[config.mk]
export PLATFORM = sky130hd
export DESIGN_NAME = posit_encode
export DESIGN_NICKNAME = d
export VERILOG_FILES = /design/src/rtl/posit_pkg.sv /design/src/rtl/posit_round_rne.sv /design/src/rtl/posit_encode.sv
export SDC_FILE = /design/constraint.sdc
export NUM_CORES = 1
export LEC_CHECK = 0
export CAP_MARGIN = 10
export CORE_MARGIN = 8
export CORE_UTILIZATION = 30
export DETAILED_ROUTE_END_ITERATION = 16
export HOLD_SLACK_MARGIN = 0.08
export PLACE_DENSITY_LB_ADDON = 0.1
export SLEW_MARGIN = 0
export SYNTH_ARGS = -nofsm -noshare
export SYNTH_HDL_FRONTEND = slang
export SYNTH_SLANG_ARGS = --single-unit
[constraint.sdc]
create_clock -name clk -period 6.55 [get_ports clk]
set_clock_uncertainty 0.05 [all_clocks]
set_input_delay 1.31 -clock clk [delete_from_list [all_inputs] [get_ports clk]]
set_output_delay 1.31 -clock clk [all_outputs]
set_load 0.05 [all_outputs]
[src/rtl/posit_pkg.sv]
// Shared posit helpers: log2, regime-field width, special word constants.
package posit_pkg;

  // Ceiling log2 for elaboration-time width calculations.
  function automatic int posit_log2(input int value);
    int r;
    r = 0;
    for (int i = 0; i < 31; i++) begin
      if ((1 << i) < value) r = i + 1;
    end
    return r;
  endfunction

  // Regime run-code width for an n-bit posit.
  function automatic int posit_bs(input int n);
    return posit_log2(n);
  endfunction

  function automatic logic [63:0] posit_zero(input int n);
    return 64'd0 & 64'(n);
  endfunction

  // NaR: sign bit set, everything else clear.
  function automatic logic [63:0] posit_nar(input int n);
    return 64'd1 << (n - 1);
  endfunction

  // Largest positive magnitude (n-1 bits of ones).
  function automatic logic [63:0] posit_maxpos_mag(input int n);
    return (64'd1 << (n - 1)) - 64'd1;
  endfunction

  // Smallest positive magnitude.
  function automatic logic [63:0] posit_minpos_mag(input int n);
    return 64'd1 | (64'(n) & 64'd0);
  endfunction

endpackage

[src/rtl/posit_round_rne.sv]
// Round-to-nearest-even on a posit magnitude, clamped to [minpos, maxpos].
module posit_round_rne
  import posit_pkg::*;
#(
  parameter int M = 7
) (
  input  logic [M-1:0] mag,
  input  logic         guard,
  input  logic         sticky,
  output logic [M-1:0] mag_rounded
);

  localparam logic [M-1:0] MINPOS_MAG = M'(posit_minpos_mag(M + 1));

  logic [M:0] sum;

  // Increment on guard & (sticky | lsb); a carry out or a zero result is clamped.
  always_comb begin
    sum = {1'b0, mag} + {{M{1'b0}}, guard & (sticky | mag[0])};
    if (sum[M]) begin
      mag_rounded = '1;
    end else if (sum[M-1:0] == '0) begin
      mag_rounded = MINPOS_MAG;
    end else begin
      mag_rounded = sum[M-1:0];
    end
  end

endmodule

[src/rtl/posit_encode.sv]
// Three-stage posit packer: decoded fields in, rounded N-bit posit word out.
module posit_encode
  import posit_pkg::*;
#(
  parameter int  N  = 8,
  parameter int  es = 2,
  localparam int Bs = posit_bs(N)
) (
  input  logic          clk,
  input  logic          rst,
  input  logic          in_valid,
  output logic          in_ready,
  input  logic          in_sign,
  input  logic          in_zero,
  input  logic          in_nar,
  input  logic          in_rc,
  input  logic [Bs-1:0] in_regime,
  input  logic [es-1:0] in_exp,
  input  logic [N-es-1:0] in_mant,
  output logic          out_valid,
  input  logic          out_ready,
  output logic [N-1:0]  out_posit
);

  localparam int W  = 2 * N;   // shifter width
  localparam int M  = N - 1;   // magnitude width
  localparam int RW = Bs + 1;  // run length / shift amount width

  localparam logic [M-1:0] MAXPOS_MAG = M'(posit_maxpos_mag(N));
  localparam logic [M-1:0] MINPOS_MAG = M'(posit_minpos_mag(N));
  localparam logic [N-1:0] NAR_WORD   = N'(posit_nar(N));
  localparam logic [N-1:0] ZERO_WORD  = N'(posit_zero(N));

  logic en;

  // Stage 1 registers
  logic          s1_valid_reg, s1_zero_reg, s1_nar_reg, s1_sign_reg, s1_rc_reg, s1_sat_reg;
  logic [W-1:0]  s1_pattern_reg;
  logic [RW-1:0] s1_shamt_reg;
  logic [N-1:0]  s1_fields_reg;
  logic [RW-1:0] run_len_next, shamt_next;
  logic [W-1:0]  pattern_next;
  logic          sat_next;

  // Stage 2 registers
  logic          s2_valid_reg, s2_zero_reg, s2_nar_reg, s2_sign_reg;
  logic [M-1:0]  s2_mag_reg;
  logic          s2_guard_reg, s2_sticky_reg;
  logic [W-1:0]  body_next;
  logic [M-1:0]  mag_next;
  logic          guard_next, sticky_next;

  // Stage 3 registers
  logic          out_valid_reg;
  logic [N-1:0]  out_posit_reg;
  logic [M-1:0]  mag_rounded;
  logic [N-1:0]  word_pos, out_next;

  assign en        = !out_valid_reg || out_ready;
  assign in_ready  = en;
  assign out_valid = out_valid_reg;
  assign out_posit = out_posit_reg;

  // Regime run length, saturation test, run/terminator pattern and shift amount.
  always_comb begin
    run_len_next = in_rc ? ({1'b0, in_regime} + RW'(1)) : {1'b0, in_regime};
    sat_next     = (run_len_next >= RW'(N - 1));
    pattern_next = in_rc ? ~({W{1'b1}} >> run_len_next)
                         : ({1'b1, {(W-1){1'b0}}} >> run_len_next);
    shamt_next   = run_len_next + RW'(1);
  end

  // Stage 1: capture fields with the precomputed regime pattern.
  always_ff @(posedge clk) begin
    if (rst) begin
      s1_valid_reg   <= 1'b0;
      s1_zero_reg    <= 1'b0;
      s1_nar_reg     <= 1'b0;
      s1_sign_reg    <= 1'b0;
      s1_rc_reg      <= 1'b0;
      s1_sat_reg     <= 1'b0;
      s1_pattern_reg <= '0;
      s1_shamt_reg   <= '0;
      s1_fields_reg  <= '0;
    end else if (en) begin
      s1_valid_reg   <= in_valid;
      s1_zero_reg    <= in_zero;
      s1_nar_reg     <= in_nar;
      s1_sign_reg    <= in_sign;
      s1_rc_reg      <= in_rc;
      s1_sat_reg     <= sat_next;
      s1_pattern_reg <= pattern_next;
      s1_shamt_reg   <= shamt_next;
      s1_fields_reg  <= {in_exp, in_mant};
    end
  end

  // Place exp||mant after the terminator; split into magnitude, guard, sticky.
  always_comb begin
    body_next   = s1_pattern_reg | ({s1_fields_reg, {N{1'b0}}} >> s1_shamt_reg);
    mag_next    = body_next[W-1 -: M];
    guard_next  = body_next[N];
    sticky_next = |body_next[N-1:0];
    if (s1_sat_reg) begin
      mag_next    = s1_rc_reg ? MAXPOS_MAG : MINPOS_MAG;
      guard_next  = 1'b0;
      sticky_next = 1'b0;
    end
  end

  // Stage 2: register the unrounded magnitude and rounding bits.
  always_ff @(posedge clk) begin
    if (rst) begin
      s2_valid_reg  <= 1'b0;
      s2_zero_reg   <= 1'b0;
      s2_nar_reg    <= 1'b0;
      s2_sign_reg   <= 1'b0;
      s2_mag_reg    <= '0;
      s2_guard_reg  <= 1'b0;
      s2_sticky_reg <= 1'b0;
    end else if (en) begin
      s2_valid_reg  <= s1_valid_reg;
      s2_zero_reg   <= s1_zero_reg;
      s2_nar_reg    <= s1_nar_reg;
      s2_sign_reg   <= s1_sign_reg;
      s2_mag_reg    <= mag_next;
      s2_guard_reg  <= guard_next;
      s2_sticky_reg <= sticky_next;
    end
  end

  posit_round_rne #(
    .M (M)
  ) u_round (
    .mag         (s2_mag_reg),
    .guard       (s2_guard_reg),
    .sticky      (s2_sticky_reg),
    .mag_rounded (mag_rounded)
  );

  // Apply specials and sign to the rounded magnitude.
  always_comb begin
    word_pos = {1'b0, mag_rounded};
    if (s2_zero_reg) begin
      out_next = ZERO_WORD;
    end else if (s2_nar_reg) begin
      out_next = NAR_WORD;
    end else if (s2_sign_reg) begin
      out_next = -word_pos;
    end else begin
      out_next = word_pos;
    end
  end

  // Stage 3: output register, held while downstream stalls.
  always_ff @(posedge clk) begin
    if (rst) begin
      out_valid_reg <= 1'b0;
      out_posit_reg <= '0;
    end else if (en) begin
      out_valid_reg <= s2_valid_reg;
      out_posit_reg <= out_next;
    end
  end

endmodule

==> summary.md, run 1 <==
| Metric | Value |
|---|---|
| Critical path class | `in -> out` |
| Setup TNS | `0 ns` |
| Syn nets | `between 400 and 500` |
| Sequential element share of the synthesized area | `0.3616` |
| Worst VDD drop | `~0.00010 V` |
| Max Root-Sink Buffers | `2` |
| Critical Path AT | `between 3 and 4 ns` |
| FF-to-FF End | `out_posit[6]` |
| Mapped Cells | `between 400 and 500` |
| Post_cts resized | `0` |
| DR vias | `between 2000 and 3000` |
| Power density over cell area | `224.2 nW/um^2` |
| Final setup violation count | `0` |
| Rows | `37` |
| Avg Inst Size Synth | `7.693 sq um` |
| Number of global-route vias before repair | `around 2600` |
| DRT antenna net count | `0` |
| Hold endpoint | `s1_zero_reg` |
| Comb power frac | `0.245` |
| Total power | `0.0007887 W` |
| Initial antenna violation count | `0` |
| R2r setup slk | `roughly 3.6 ns` |
| Main synth FF type | `dfxtp_1` |
| Worst Max-Slew Pin Slew | `about 0.96 ns` |
| Largest net degree at the start of global routing | `65` |
| Leakage power figure | `between 1 and 1.5 nW` |
| Synth area leaders | `dfxtp_1 (36%), a21oi_1 (8.1%), nand2_1 (7.9%)` |
| P&R area growth vs syn | `13.48%` |
| Initial Util | `0.3044` |
| I/O Buffers | `28` |
| Final hold vios | `0` |
| Post-DR vias/cell | `just under 5` |
| Die height | `117.7 um` |
| First-pass GRT wire length | `roughly 13000 um` |
| Clock Pin Slew Worst Setup and Hold Paths | `about 0.10 ns` |
| Outcome | `finished, final reports clean` |
| Synthesized area | `approximately 3100 sq um` |
| Placed Area | `between 3000 and 4000 sq um` |
| CP endpoint kind | `output port` |
| Yosys top cell area share | `0.3616` |
| Share of power burned in registers | `0.509` |
| Flip-flop count of the largest register after layout | `16` |
| Placer Congestion | `between 0.7 and 0.8` |
| Area of the core | `~10000 sq um` |
| Minimum clock period | `around 4.5 ns` |
| Slew headroom | `0.3633` |
| CTS tree | `done` |
| 1st-pass router iterations | `4` |
| H-Tree Depth | `2` |
| Fin crit share | `0.6885` |
| Drt drc | `0` |
| Class of the worst hold path | `reg -> reg` |
| Antenna cell count | `0` |
| Num CTS Buffers | `5` |
| Internal Power | `0.0005288 W` |
| GR Overflow Total | `0` |
| Post-synth EDFFs | `0` |
| Commonest cells after routing, fill and taps aside | `nand2_1 (65), dfxtp_1 (56), a21oi_1 (50)` |
| Critical Path RT | `approximately 5.2 ns` |
| Fin. max-slew vios | `0` |
| Critical path launch point type | `input pin` |
| Root buf cell | `clkbuf_8` |
| Net Sw Frac | `0.3295` |
| Post-CTS Setup Inserts | `0` |
| Fmax | `around 220 MHz` |
| Hold_buf cts | `0` |
| Switch Pwr | `roughly 0.00026 W` |
| Fin area | `between 3000 and 4000 sq um` |
| WL per Instance | `~14 um` |
| Synth area leader | `dfxtp_1` |
| Hold path depth | `2` |
| Reg2Reg Depth | `12` |
| Total track usage | `0.1090` |
| Ys Warns | `0` |
| CP Max Fanout | `39` |
| WL final | `7503 um` |
| Die width | `~120 um` |
| Io pins | `29` |
| Fillers | `between 1000 and 1500` |
| Layout cells sized above 1 | `0.05366` |
| Post-synthesis cell type count | `53` |
| Post-DP HPWL | `approximately 5300 um` |
| DR iter-0 viols | `around 160` |
| Async set-or-reset flop fraction in the synthesized netlist | `0` |
| Net count, final | `between 400 and 500` |
| Register bit total from synthesis | `56` |
| Max-cap viol count | `0` |
| RSZ-0062 raised after global routing | `no` |
| Clock Sinks | `56` |
| Most common cell after layout, fill and taps aside | `nand2_1` |
| Clk_lat worst skew | `0.31 ns` |
| Die area | `between 10000 and 15000 sq um` |
| Critical R2R Launch | `s2_sticky_reg` |
| Clk pwr share | `0.246` |
| Worst hold start | `s1_zero_reg` |
## critical path, cell delays in order
cell and delay, ns:
clkdlybuf4s50_1 0.50, nor2b_4 0.05, inv_1 0.05, buf_4 0.35, clkdlybuf4s50_1 0.88
## cell families (layout without fill, tap and decap cells)
| kind of cell | count (synthesis) | after routing | share of synthesized area |
|---|---|---|---|
| AOI/OAI and AO/OA | 106 | 106 | 0.2187 |
| xor gates and xnor gates | 8 | 8 | 0.02260 |
| adders and majority gates | 12 | 12 | 0.04842 |
| buffers and inverters | 40 | 47 | 0.05650 |
| DFF | 56 | 56 | 0.3616 |
| muxes | 11 | 11 | 0.04358 |
| and+or+nand+nor | 170 | 170 | 0.2486 |
## per-stage QoR
stage          utilization  hold WS [ns]  std cells  worst slack, ns
2_1_floorplan            -        0.3802        403            2.805
3_3_place_gp        0.3365        0.3887        538            2.022
3_5_place_dp        0.3365        0.3963        538            2.014
4_1_cts             0.3455        0.4129        546            2.008
5_1_grt             0.3455        0.4318        546            1.938
6_report            0.3455        0.4111        546            2.040
## cells in the mapped netlist, types with 3 or more instances
library cell and instances:
a211oi_1 8, a21oi_1 50, nand3_1 10, xor2_1 3, a311oi_1 6, mux2i_1 9
nand2_1 65, nand4_1 4, nand3b_1 4, nor3_1 19, ha_1 12, xnor2_1 5
o211ai_1 3, dfxtp_1 56, nor2_1 44, and2_1 3, inv_1 9, o21ai_0 13
clkbuf_1 13, nor4_1 7, nand2b_1 4, buf_1 7, buf_2 8, nor2b_1 4
## worst max-delay path by stage
stage | start | endpoint | slack (ns) | cells past startpoint
2_1_floorplan | out_ready | in_ready | 2.81 | 5
3_3_place_gp | out_ready | in_ready | 2.02 | 5
3_5_place_dp | out_ready | in_ready | 2.01 | 5
4_1_cts | out_ready | in_ready | 2.01 | 5
5_1_grt | out_ready | in_ready | 1.94 | 5
6_report | out_ready | in_ready | 2.04 | 5
## cell type report
type / count / area, sq um / share of cell area
multi-input cells: 307 / 1812 / 0.5149
flip-flops and latches: 56 / 1121 / 0.3186
repair buffers: 30 / 290.3 / 0.08250
well taps: 136 / 170.2 / 0.04836
clock buffers: 5 / 68.82 / 0.01956
inverters: 9 / 33.78 / 0.009602
clock inverters: 3 / 22.52 / 0.006401
## routing by layer
metal  up-vias  global-route usage  wire length (um)
li1       1430                   -                 -
met1      1252              0.1462              3803
met2        30              0.1772              3496
met3         4             0.01871               146
met4         0             0.02642                57
met5         -                   0                 0
## power by group through the flow
| stage | clock network [W] | logic (W) | registers [W] |
|---|---|---|---|
| 5_1_grt | 0.000216 | 0.000217 | 0.000407 |
| 2_1_floorplan | 0 | 0.000144 | 0.000407 |
| 3_3_place_gp | 0 | 0.000194 | 0.000409 |
| 4_1_cts | 0.000203 | 0.000195 | 0.000402 |
| 6_report | 0.000194 | 0.000193 | 0.000402 |
| 3_5_place_dp | 0 | 0.000194 | 0.000410 |
No activity file was read; power rests on OpenSTA's default activity.
==> run 2: changes to the inputs <==
clock period = 3.62 ns   (was 6.55 ns; I/O delays follow)
==> summary.md, run 2 (synthesis results as in run 1) <==
| Metric | Value |
|---|---|
| Critical Path RT | `3.80 ns` |
| Slew headroom | `0.5347` |
| Fin. max-slew vios | `0` |
| Clock Sinks | `56` |
| Hold_buf cts | `0` |
| Antenna cell count | `0` |
| Critical path launch point type | `register` |
| CTS tree | `done` |
| Setup TNS | `0 ns` |
| Minimum clock period | `approximately 2.9 ns` |
| Initial antenna violation count | `0` |
| CP most frequent cell | `ha_1` |
| Die area | `13840 sq um` |
| H-Tree Depth | `2` |
| Rows | `37` |
| Post-CTS Setup Inserts | `0` |
| Fmax | `around 350 MHz` |
| Reg area | `between 1000 and 1500 sq um` |
| Largest net degree at the start of global routing | `38` |
| Max-cap viol count | `0` |
| Post-DP HPWL | `between 5000 and 6000 um` |
| Max Root-Sink Buffers | `2` |
| Number of global-route vias before repair | `~2600` |
| Die height | `117.7 um` |
| Commonest cells after routing, fill and taps aside | `nand2_1 (65), dfxtp_1 (56), a21oi_1 (50)` |
| CP cell instances | `o21a_1 -> ha_1 -> ha_1 -> or3_1 -> a21oi_2 -> o21ba_2 -> nor2_1 -> ha_1 -> nand3_1 -> o31ai_2 -> xor2_1 -> a22o_1` |
| RSZ-0062 raised after global routing | `no` |
| Slowest cell on the critical path | `or3_1` |
| Critical Path AT | `between 3 and 4 ns` |
| Share of power burned in registers | `0.507` |
| Multi-input gate area | `between 1500 and 2000 sq um` |
| Post_cts resized | `0` |
| Comb power frac | `0.247` |
| CP endpoint kind | `register` |
| Initial Util | `0.3044` |
| Io pins | `29` |
| WL per Instance | `14.03 um` |
| P&R area growth vs syn | `14.73%` |
| Class of the worst hold path | `reg -> reg` |
| Net count, final | `444` |
| Post-DR vias/cell | `about 5.0` |
| I/O Buffers | `28` |
| Area of the core | `~10000 sq um` |
| Total track usage | `0.1136` |
| Drt drc | `0` |
| First-pass GRT wire length | `between 10000 and 15000 um` |
| DR vias | `between 2000 and 3000` |
| DR iter-0 viols | `about 110` |
| Internal Power | `between 0.0009 and 0.001 W` |
| GR Overflow Total | `0` |
| Placer Congestion | `0.8028` |
| Most common cell after layout, fill and taps aside | `nand2_1` |
| Final core utilization | `0.3493` |
| Num CTS Buffers | `5` |
| Root buf cell | `clkbuf_8` |
| Power density over cell area | `403.8 nW/um^2` |
| R2r setup slk | `about 0.73 ns` |
| Layout cells sized above 1 | `0.06522` |
| Die width | `117.7 um` |
| Switch Pwr | `0.0004776 W` |
| Flip-flop count of the largest register after layout | `16` |
| Fin crit share | `0.7983` |
| CP Max Fanout | `7` |
| Clock Pin Slew Worst Setup and Hold Paths | `0.11 ns` |
| DRT antenna net count | `0` |
| Crit path largest cell delay | `around 0.41 ns` |
| Outcome | `finished, final reports clean` |
| Net Sw Frac | `0.3325` |
| Final setup violation count | `0` |
| Leakage power figure | `1.324 nW` |
| Worst VDD drop | `between 0.00015 and 0.0002 V` |
| 1st-pass router iterations | `4` |
| Clk_lat worst skew | `approximately 0.32 ns` |
| Fillers | `between 1000 and 1500` |
| Clk pwr share | `0.247` |
| Worst Max-Slew Pin Slew | `about 0.70 ns` |
| Critical path class | `reg -> reg` |
| WL final | `just under 8000 um` |
| Final hold vios | `0` |
-- run 2: cell types whose count changed in the layout (fill, tap and decap cells not counted), sizes merged --
cell,delta
clkinv,-1
clkdlybuf4s50,-1
buf,+5
clkinvlp,+1
-- run 2: path summary, 6_finish.rpt --
check	cells after the start	endpoint	start
setup / recovery	12	out_posit[6]	s2_sticky_reg
hold / removal	2	s1_nar_reg	s1_nar_reg
setup reg to reg	12	out_posit[6]	s2_sticky_reg
hold reg to reg	2	s1_nar_reg	s1_nar_reg
-- run 2: critical path, delay by kind of cell, from the launching register on --
family	cells	cell delay, ns
AO/OA/AOI/OAI	5	0.88
XOR/XNOR	1	0.18
adder cells (fa/ha/maj)	3	0.79
flip-flops	1	0.36
AND/OR/NAND/NOR	3	0.56
-- run 2: layer usage --
layer | global-route usage | part of all wire | vias up
met5 | 0 | 0 | -
met4 | 0.03843 | 0.015 | 0
met3 | 0.02206 | 0.018 | 8
met2 | 0.1811 | 0.46 | 17
met1 | 0.1496 | 0.51 | 1272
li1 | - | - | 1445
-- run 2: stage by stage --
step	cells	setup slack (ns)	power (W)	hold WS (ns)	instance area [sq um]
2_1_floorplan	403	0.9668	0.0009969	0.3802	3100
4_1_cts	550	0.7222	0.001459	0.4099	3557
5_1_grt	550	0.5325	0.001536	0.4204	3557
3_5_place_dp	542	0.4853	0.001099	0.3936	3467
3_3_place_gp	542	0.5840	0.001097	0.3915	3467
6_report	550	0.7303	0.001436	0.4056	3557
-- run 2: final cells by class --
| cell class | count | share of cell area |
|---|---|---|
| Clock inverter | 3 | 0.005980 |
| Tap cell | 136 | 0.04784 |
| Clock buffer | 5 | 0.01935 |
| Inverter | 9 | 0.009497 |
| Sequential cell | 56 | 0.3152 |
| Timing Repair Buffer | 34 | 0.09286 |
| Multi-Input combinational cell | 307 | 0.5093 |
-- run 2: power by group through the flow --
stage,registers (W),logic (W),clock network [W]
finish,0.000728,0.000354,0.000354
global route,0.000739,0.000400,0.000397
CTS,0.000727,0.000358,0.000373
detailed placement,0.000741,0.000357,0
global placement,0.000741,0.000356,0
floorplan,0.000737,0.000260,0
==> run 3: changes to the inputs <==
clock period = 2.8 ns   (was 3.62 ns; I/O delays follow)
==> summary.md, run 3 (synthesis results as in run 1) <==
| Metric | Value |
|---|---|
| Final setup violation count | `0` |
| Power density over cell area | `a little over 500 nW/um^2` |
| Hold slack | `between 0.4 and 0.5 ns` |
| RSZ-0062 raised after global routing | `no` |
| Initial Util | `0.3044` |
| Antenna cell count | `0` |
| Worst Max-Slew Pin Slew | `slightly above 0.5 ns` |
| Setup TNS | `0 ns` |
| Slew headroom | `0.6543` |
| Placer Congestion | `about 0.8` |
| Minimum clock period | `about 2.6 ns` |
| Max Root-Sink Buffers | `2` |
| Num CTS Buffers | `5` |
| DRT antenna net count | `0` |
| Commonest cells after routing, fill and taps aside | `nand2_1 (65), dfxtp_1 (55), a21oi_1 (50)` |
| R2r setup slk | `0.17 ns` |
| Critical Path RT | `2.97 ns` |
| Reg2Reg Depth | `13` |
| DR vias | `2814` |
| Total power | `0.001870 W` |
| Drt drc | `0` |
| H-Tree Depth | `2` |
| WL final | `between 7000 and 8000 um` |
| Leakage power figure | `approximately 1.4 nW` |
| Clk_lat worst skew | `0.31 ns` |
| P&R area growth vs syn | `18.16%` |
| Most common cell after layout, fill and taps aside | `nand2_1` |
| Outcome | `finished, final reports clean` |
| 1st-pass router iterations | `4` |
| Post-route insts no fill | `roughly 560` |
| Rows | `37` |
| Initial antenna violation count | `0` |
| Layout cells sized above 1 | `0.1007` |
| Flip-flop count of the largest register after layout | `16` |
| Io pins | `29` |
| Worst VDD drop | `just over 0.0002 V` |
| Hold path depth | `2` |
| Total track usage | `0.1149` |
| Area of the core | `~10000 sq um` |
| I/O Buffers | `28` |
| Critical Path AT | `between 2 and 3 ns` |
| Die width | `117.7 um` |
| Number of global-route vias before repair | `2742` |
| Critical path launch point type | `register` |
| CP endpoint kind | `register` |
| Post-DP HPWL | `5684 um` |
| Root buf cell | `clkbuf_8` |
| Largest net degree at the start of global routing | `just under 50` |
| Max-cap viol count | `0` |
| First-pass GRT wire length | `~14000 um` |
| CP Max Fanout | `6` |
| Final hold vios | `0` |
| Post-CTS Setup Inserts | `0` |
| Hold_buf cts | `0` |
| GR Overflow Total | `0` |
| Crit path largest cell delay | `~0.34 ns` |
| Class of the worst hold path | `in -> reg` |
| Post-DR vias/cell | `4.998` |
| Net count, final | `about 460` |
| Clock Sinks | `56` |
| Critical path class | `reg -> reg` |
| Fin crit share | `0.9378` |
| Fmax | `380.8 MHz` |
| Die height | `117.7 um` |
| Clock Pin Slew Worst Setup and Hold Paths | `0.11 ns` |
| Final core utilization | `0.3597` |
| DR iter-0 viols | `207` |
| Die area | `13840 sq um` |
| WL per Instance | `roughly 14 um` |
| DP Cell Count | `~560` |
| CP cell instances | `o21a_1 -> ha_1 -> buf_4 -> a211o_1 -> a21oi_1 -> o21bai_1 -> o21ba_2 -> nor2_1 -> ha_2 -> nand3_1 -> o31ai_2 -> xor2_1 -> a22o_1` |
| Fin. max-slew vios | `0` |
| CTS tree | `done` |
| Slowest cell on the critical path | `dfxtp_2` |
## run 3: path summary, 6_finish.rpt
kind,start,to
setup / recovery,s2_sticky_reg,out_posit[6]
hold / removal,rst,out_posit[0]
setup reg to reg,s2_sticky_reg,out_posit[6]
hold reg to reg,s1_sign_reg,s1_sign_reg
## run 3: per-stage QoR
stage | area, sq um | setup WS, ns
finish | 3664 | 0.1742
floorplan | 3100 | 0.1468
detailed placement | 3565 | 0.07865
CTS | 3655 | 0.09150
global placement | 3565 | 0.1490
global route | 3664 | 0.003012
## run 3: layout make-up
class,count,area (sq um)
Clock buffer,5,68.82
Clock inverter,3,21.27
Fill cell,1096,6521
Inverter,9,33.78
Multi-Input combinational cell,307,1819
Sequential cell,56,1122
Tap cell,136,170.2
Timing Repair Buffer,47,427.9
## run 3: report_power, final
group	internal (W)	leakage, nW	switching (W)	total (W)
clock network	0.000178	0.0445	0.000277	0.000456
logic	0.000217	0.879	0.000266	0.000483
registers	0.000858	0.462	0.0000735	0.000931
total	0.00125	1.39	0.000616	0.00187
## run 3: repair_timing
action,in CTS,in global routing
setup endpoints to repair,0,3
resized for setup,0,3
endpoints found under the hold margin,0,0
## run 3: layer usage
metal,wire (um),track usage,up-vias
met3,214,0.02302,5
li1,-,-,1462
met1,3754,0.1446,1313
met5,0,0,-
met4,95,0.03603,0
met2,3703,0.1926,34
## run 3: worst max-delay path: cells and delay by family (launching register included)
kind | cells | cell delay (ns)
DFF | 1 | 0.34
xor gates and xnor gates | 1 | 0.17
adders and majority gates | 2 | 0.40
buffers and inverters | 1 | 0.16
AOI/OAI and AO/OA | 7 | 1.28
and+or+nand+nor | 2 | 0.13
